===== src/rtl/uart_tx_arbiter.sv =====
// Round-robin share of one UART TX among NUM_REQ byte sources; launch one cycle after a request is seen in IDLE.
// Requests are taken only in IDLE; while busy the arbiter ignores ReqValid; the start watchdog returns to IDLE.
module uart_tx_arbiter #(
  parameter int NUM_REQ      = 4,
  parameter int DATA_WIDTH   = 8,
  parameter int BUSY_TIMEOUT = 16
) (
  input  logic                          Clk,
  input  logic                          Reset_n,
  input  logic [NUM_REQ-1:0]            ReqValid,
  input  logic [NUM_REQ*DATA_WIDTH-1:0] ReqData,
  output logic [NUM_REQ-1:0]            ReqAck,
  output logic [NUM_REQ-1:0]            Grant,
  output logic [DATA_WIDTH-1:0]         TxData,
  output logic                          TxStart,
  input  logic                          TxBusy,
  output logic                          Timeout,
  output logic                          ArbBusy
);

  localparam int PTR_W = $clog2(NUM_REQ);
  localparam int CNT_W = $clog2(BUSY_TIMEOUT + 1);
  localparam logic [PTR_W-1:0] LAST_IDX = PTR_W'(NUM_REQ - 1);
  localparam logic [CNT_W-1:0] CNT_LAST = CNT_W'(BUSY_TIMEOUT - 1);

  typedef enum logic [1:0] {IDLE, LAUNCH, WAIT_BUSY, WAIT_DONE} state_t;

  state_t                state_q, state_d;
  logic [PTR_W-1:0]      ptr_q, ptr_d, gidx_q, gidx_d, sel_idx, ptr_next;
  logic                  sel_vld;
  logic [CNT_W-1:0]      cnt_q, cnt_d;
  logic [NUM_REQ-1:0]    sel_oh, grant_d, ack_d;
  logic [DATA_WIDTH-1:0] tx_data_d;
  logic                  tx_start_d, timeout_d, arb_busy_d;
  logic [DATA_WIDTH-1:0] req_bytes [NUM_REQ];

  for (genvar i = 0; i < NUM_REQ; i++) begin : g_bytes
    assign req_bytes[i] = ReqData[i*DATA_WIDTH +: DATA_WIDTH];
  end

  // First pending requester at or above ptr, wrapping to 0.
  always_comb begin
    int cand;
    cand    = 0;
    sel_vld = 1'b0;
    sel_idx = '0;
    for (int i = 0; i < NUM_REQ; i++) begin
      cand = int'(ptr_q) + i;
      if (cand >= NUM_REQ) cand = cand - NUM_REQ;
      if (!sel_vld && ReqValid[PTR_W'(cand)]) begin
        sel_vld = 1'b1;
        sel_idx = PTR_W'(cand);
      end
    end
  end

  assign sel_oh   = NUM_REQ'(1) << sel_idx;
  assign ptr_next = (gidx_q == LAST_IDX) ? '0 : gidx_q + PTR_W'(1);

  always_ff @(posedge Clk or negedge Reset_n) begin
    if (!Reset_n) state_q <= IDLE;
    else          state_q <= state_d;
  end

  always_comb begin
    state_d    = state_q;
    ptr_d      = ptr_q;
    gidx_d     = gidx_q;
    cnt_d      = cnt_q;
    grant_d    = Grant;
    ack_d      = '0;
    tx_data_d  = TxData;
    tx_start_d = 1'b0;
    timeout_d  = 1'b0;
    arb_busy_d = ArbBusy;
    case (state_q)
      IDLE: begin
        if (sel_vld) begin
          state_d    = LAUNCH;
          gidx_d     = sel_idx;
          grant_d    = sel_oh;
          ack_d      = sel_oh;
          tx_data_d  = req_bytes[sel_idx];
          tx_start_d = 1'b1;
          arb_busy_d = 1'b1;
        end
      end
      LAUNCH: begin
        state_d = WAIT_BUSY;
        cnt_d   = '0;
      end
      WAIT_BUSY: begin
        if (TxBusy) begin
          state_d = WAIT_DONE;
        end else if (cnt_q == CNT_LAST) begin
          // Transmitter never accepted the launch: abandon and move on.
          state_d    = IDLE;
          cnt_d      = '0;
          timeout_d  = 1'b1;
          ptr_d      = ptr_next;
          grant_d    = '0;
          arb_busy_d = 1'b0;
        end else begin
          cnt_d = cnt_q + CNT_W'(1);
        end
      end
      WAIT_DONE: begin
        if (!TxBusy) begin
          state_d    = IDLE;
          ptr_d      = ptr_next;
          grant_d    = '0;
          arb_busy_d = 1'b0;
        end
      end
      default: state_d = IDLE;
    endcase
  end

  always_ff @(posedge Clk or negedge Reset_n) begin
    if (!Reset_n) begin
      ptr_q   <= '0;
      gidx_q  <= '0;
      cnt_q   <= '0;
      Grant   <= '0;
      ReqAck  <= '0;
      TxData  <= '0;
      TxStart <= 1'b0;
      Timeout <= 1'b0;
      ArbBusy <= 1'b0;
    end else begin
      ptr_q   <= ptr_d;
      gidx_q  <= gidx_d;
      cnt_q   <= cnt_d;
      Grant   <= grant_d;
      ReqAck  <= ack_d;
      TxData  <= tx_data_d;
      TxStart <= tx_start_d;
      Timeout <= timeout_d;
      ArbBusy <= arb_busy_d;
    end
  end

endmodule


===== config.mk =====
export PLATFORM = sky130hd
export DESIGN_NAME = uart_tx_arbiter
export DESIGN_NICKNAME = d
export VERILOG_FILES = /design/src/rtl/uart_tx_arbiter.sv
export SDC_FILE = /design/constraint.sdc
export NUM_CORES = 1
export LEC_CHECK = 0
export CAP_MARGIN = 40
export CORE_ASPECT_RATIO = 0.7
export CORE_UTILIZATION = 39
export CTS_BUF_LIST = sky130_fd_sc_hd__clkbuf_8 sky130_fd_sc_hd__clkbuf_16
export CTS_CLUSTER_DIAMETER = 80
export DETAILED_ROUTE_END_ITERATION = 8
export GPL_TIMING_DRIVEN = 0
export PLACE_DENSITY = 0.81
export SLEW_MARGIN = 0
export SYNTH_ARGS = -nofsm -noshare
export SYNTH_HDL_FRONTEND = slang
export SYNTH_SLANG_ARGS = --single-unit

===== constraint.sdc =====
create_clock -name Clk -period 1.6 [get_ports Clk]
set_clock_uncertainty 0.05 [all_clocks]
set_input_delay 0.32 -clock Clk [delete_from_list [all_inputs] [get_ports Clk]]
set_output_delay 0.32 -clock Clk [all_outputs]
set_load 0.05 [all_outputs]

# Word level (Yosys, flattened, before mapping)
# Index checks and enable logic that the tools add are counted.
# classes
n_reduce_logical,15
shifts,1
n_mul,0
bitwise,1
n_div,0
eq_ne,10
add_sub_neg,9
n_mux,57
magnitude_cmp,9
# op_table
operator,count
2-bit two-way mux,16
4-bit two-way mux,6
1-bit two-way mux,21
8-bit binary-select mux with 2-bit select,1
"2-bit by 4-bit < comparator with 1-bit output, second input constant",4
8-bit two-way mux,2
"3-bit >= comparator, second input constant",4
4-bit one-hot mux with 3 select lines,1
5-bit two-way mux,2
5-bit one-hot mux with 2 select lines,1
1-bit binary-select mux with 2-bit select,4
"2-bit inequality test, second input constant",4
2-bit one-hot mux with 4 select lines,1
"2-bit by 1-bit subtractor with 2-bit output, second input constant",4
"2-bit by 2-bit adder with 3-bit output, second input constant",2
"2-bit equality test, second input constant",3
"5-bit by 1-bit adder with 5-bit output, second input constant",1
"5-bit by 4-bit equality test with 1-bit output, second input constant",1
5-bit AND reduction,1
2-bit one-hot mux with 2 select lines,1
2-bit AND reduction,2
4-bit AND reduction,1
2-bit nonzero test,2
"1-bit by 2-bit << shifter with 4-bit output, first input constant",1
12 further kinds,16
# totals
input_bits,39
regBits,30
out_inout_bits,19
memories,0
latch_bits,0
ramBits,0
wordCells,112
rom_bits,0

# Longest topological paths before layout
# logic_depth
word_depth,19
depth_mapped,6
ltp_nobuf,6

# Worst setup path before layout
# Ideal clock, no wire load.
# synth_path
path_kind,flip-flop to flip-flop
startpoint,reg cnt_q[0]
endpoint,reg ptr_q[1]
arrival_time_ns,1.417
stages_incl_launch_ff,5
required_ns,1.425
path_slack_ns,0.008
setup_ns,0.125
n_path_buf,0
path_cell_list,dfrtp_1 > ha_1 > and4b_1 > o21ai_1 > mux2_2
# synth_between
elab_chain_cells,3
# synth_lines
element,line,source
"start, declared",31,"logic [CNT_W-1:0] cnt_q, cnt_d;"
"start signal, assigned",133,cnt_q <= cnt_d;
5-bit by 4-bit equality test with 1-bit output,95,end else if (cnt_q == CNT_LAST) begin
2-bit inequality test (no source line),--,
4-bit AND reduction (no source line),--,
"end signal, assigned",131,ptr_q <= ptr_d;
"end, declared",29,"logic [PTR_W-1:0] ptr_q, ptr_d, gidx_q, gidx_d, sel_idx, ptr_next;"
# No other way between the ends.
# A chain may end at the register's enable or synchronous reset.

# Final worst setup path
# layout_path
startpoint,reg ptr_q[0]
endpoint,reg TxData[6]
# layout_between
elab_chain_cells,19
word_cells_on_any_way,46
classes_between,add/sub: 7; order compare: 4; mux: 27; bitwise: 1; reduce/logical: 7
# layout_lines
element,line,source
"parallel branches: the longest is 19 deep, another holds 2-bit by 1-bit adder with 3-bit output",--,
"end signal, assigned",136,TxData <= tx_data_d;
"end, declared",14,"output logic [DATA_WIDTH-1:0] TxData,"
# Parallel ways; which one is timed is not known. The select of a mux whose other input is x is not followed.

==> impl_metrics.json <==
{
  "status": "complete, but fails checks",
  "violations": "setup timing",
  "hpwl_um": 2620,
  "cts_buffer_depth": 2,
  "synth_xor_area_share_pct": 0,
  "grt_pass1_wl_um": 5760,
  "synth_top_area_cell": "dfrtp_1",
  "busiest_layer": "met2",
  "clk_pin_slew_worst_paths_ns": 0.07,
  "netlist.area_leader.share_pct": 50.4,
  "hold_path_class": "in -> async",
  "post-route-util_pct": 68.4,
  "setup_viol": 4,
  "synthArstFlopShare_pct": 100,
  "syn_area_um2": 1490,
  "final_common_cell": "clkdlybuf4s50_1",
  "avgViaCountPerCell": 5.13,
  "ant_nets": 0,
  "wl_per_cell_um": 14.3,
  "die_width_um": 75.9,
  "io_buffer_count": 56,
  "drt-initial-drc-count": 80,
  "diodes": 0,
  "synth_edf_count": 0,
  "cp_data_arrival_time_ns": 1.72,
  "crit_end": "TxData[6]",
  "combPwrFrac_pct": 50.7,
  "row_count": 18,
  "die_h_um": 53.7,
  "slowest_delay_ns": 0.39,
  "p_int_uw": 2610,
  "area_growth_pct": 64.4,
  "path_buf_inv": 1,
  "cts_root_buffer": "clkbuf_8",
  "yosys_most_used_dff": "dfrtp_1",
  "ys_seq_area_share_pct": 50.4,
  "yosys.area_share.simple_pct": 16.8,
  "synth_warnings": 0,
  "clock-sinks": 30,
  "vias": 1386,
  "path_class": "reg -> reg",
  "relSlewSlack_pct": 66.4,
  "place.gp.congestion": 0.840,
  "synthesis.nets": 185,
  "synthAdderAreaFrac_pct": 1.68,
  "p_clk_share_pct": 21.4,
  "grt_pass1_vias": 1236,
  "wl_um": 3870,
  "slew_violations": 0,
  "cp-end-kind": "flop",
  "syn_inst": 144,
  "numCtsBuffers": 5,
  "drc": 0,
  "r2r-start": "ptr_q[0]",
  "final_cell_mix": "clkdlybuf4s50_1 (33), dfrtp_1 (29), nand2_1 (25)",
  "hold_violations": 0,
  "critPathSlowestCell": "dfrtp_1",
  "synth_top_family_by_area": "simple AND/OR/NAND/NOR gates",
  "met3_usage_pct": 6.74,
  "worstPathCellList": "nand2b_4 > and2b_2 > o32a_4 > buf_8 > mux2i_1 > o221ai_1",
  "critPathLaunchType": "flop",
  "grt_max_degree": 19,
  "use_met2_pct": 29.2,
  "start_util_pct": 41.6,
  "grt_use_met1_pct": 27.9,
  "cp-startpoint": "ptr_q[0]",
  "p_switching_uw": 1840,
  "layout-drive-gt1-share_pct": 20.5,
  "critPathMaxFanout": 5,
  "finalCritPeriodShare_pct": 101,
  "io_pins": 58,
  "overflow": 0,
  "placed_cells": 252,
  "grt_antenna_before_repair": 0,
  "power_frac_seq_pct": 27.8,
  "synthTopCellsByArea": "dfrtp_1 (50%), mux2i_1 (11%), nand2_1 (6.3%)",
  "vdd_ir_drop_max_uv": 1100,
  "fmax_ghz": 0.619,
  "fin_ws_ns": -0.0166,
  "crit_family": "flip-flops",
  "first_pass_iters": 4,
  "clock_latency_ns": 0.28,
  "die_area_um2": 4080,
  "synth_compound_area_share_pct": 15.2,
  "fin_nets": 260,
  "avgSynthCellArea_um2": 10.3,
  "synth_seq_cells": 30,
  "switching_share_pct": 41.4,
  "crit_cells": 6,
  "critPathRequiredTime_ns": 1.70,
  "tritoncts": "built",
  "rsz0062_at_grt": "true",
  "p_leak_uw": 0.00117,
  "htree_levels": 2,
  "drv_cap": 0,
  "grt_usage_pct": 20.1,
  "synthMuxAreaShare_pct": 11.5,
  "r2r-end": "TxData[6]",
  "post-route-min-period_ns": 1.62,
  "r2r_setup_slack_ns": -0.02,
  "ys_types": 33,
  "reg2regPathDepth": 6,
  "final.fill_count": 274,
  "fin_tns_setup_ns": -0.0351,
  "final_cells": 270,
  "coreArea_um2": 3580,
  "worst_slew_pin_slew_ns": 0.506,
  "timing.hold.ws_ns": 0.309,
  "powerDensity_nw_per_um2": 1820
}
## power groups by stage
stage	combinational [µW]	sequential, µW	clock [µW]
after floorplan	778	1800	0
after global placement	1960	1240	0
after detailed placement	2010	1240	0
after CTS	2070	1220	960
after global routing	2420	1280	1000
final	2260	1240	955
## synthesized netlist by cell type (3+ instances only)
master / number
nand2b_1: 3
nor2_1: 8
o21ai_1: 3
o221ai_1: 8
mux2i_1: 16
clkbuf_1: 3
dfrtp_1: 30
nor2b_1: 4
nand2_1: 25
a21oi_1: 4
o21ai_0: 8
inv_1: 6
## registers in the layout (all words and copies together), names as in the netlist
signal	flops
ArbBusy	1
Grant	4
ReqAck	4
Timeout	1
TxData	8
TxStart	1
cnt_q	5
gidx_q	2
ptr_q	2
state_q	2
## routing by layer
layer | vias up | wire length, µm
li1 | 664 | -
met1 | 664 | 1950
met2 | 52 | 1650
met3 | 6 | 243
met4 | 0 | 32
met5 | - | 0
## worst min path at each step
stage                     startpoint       end  slack (ns)  depth (start not counted)
after CTS                    Reset_n  cnt_q[2]        0.32                          2
after floorplan              Reset_n   ArbBusy       -0.03                          0
after global placement      Grant[1]  Grant[1]        0.42                          2
after global routing         Reset_n   ArbBusy        0.32                          2
after detailed placement    Grant[1]  Grant[1]        0.42                          2
final                        Reset_n   ArbBusy        0.31                          2
## through the flow
stage          power (µW)  cell area [µm²]  setup slack, ns
6_report             4450             2450          -0.0166
5_1_grt              4700             2450          -0.0797
4_1_cts              4250             2360         0.000331
3_5_place_dp         3250             2140           -0.603
3_3_place_gp         3200             2110           -0.587
2_1_floorplan        2580             1490          0.00839
## what timing repair did
item / CTS / global route
pin swaps: 5 / 6
resized for setup: 36 / 16
setup endpoints to repair: 40 / 17
buffers inserted: 7 / 2
hold buffers: 0 / 0
gates cloned: 0 / 1
## final cells by class
type                            instances  area, µm²  share of cell area [%]
Sequential cell                        30        752                    30.7
Multi-Input combinational cell        101        739                    30.2
Timing Repair Buffer                   68        657                    26.8
Clock buffer                            6       82.6                    3.37
Buffer                                  7       73.8                    3.01
Tap cell                               50       62.6                    2.55
Clock inverter                          2       60.1                    2.45
Inverter                                6       22.5                   0.919
## cell families after synthesis
kind of cell / count (synthesis)
and+or+nand+nor: 51
buffers and inverters: 13
AOI/OAI and AO/OA: 31
muxes: 17
DFF: 30
adders and majority gates: 2
Power figures use the tool's default switching activity.
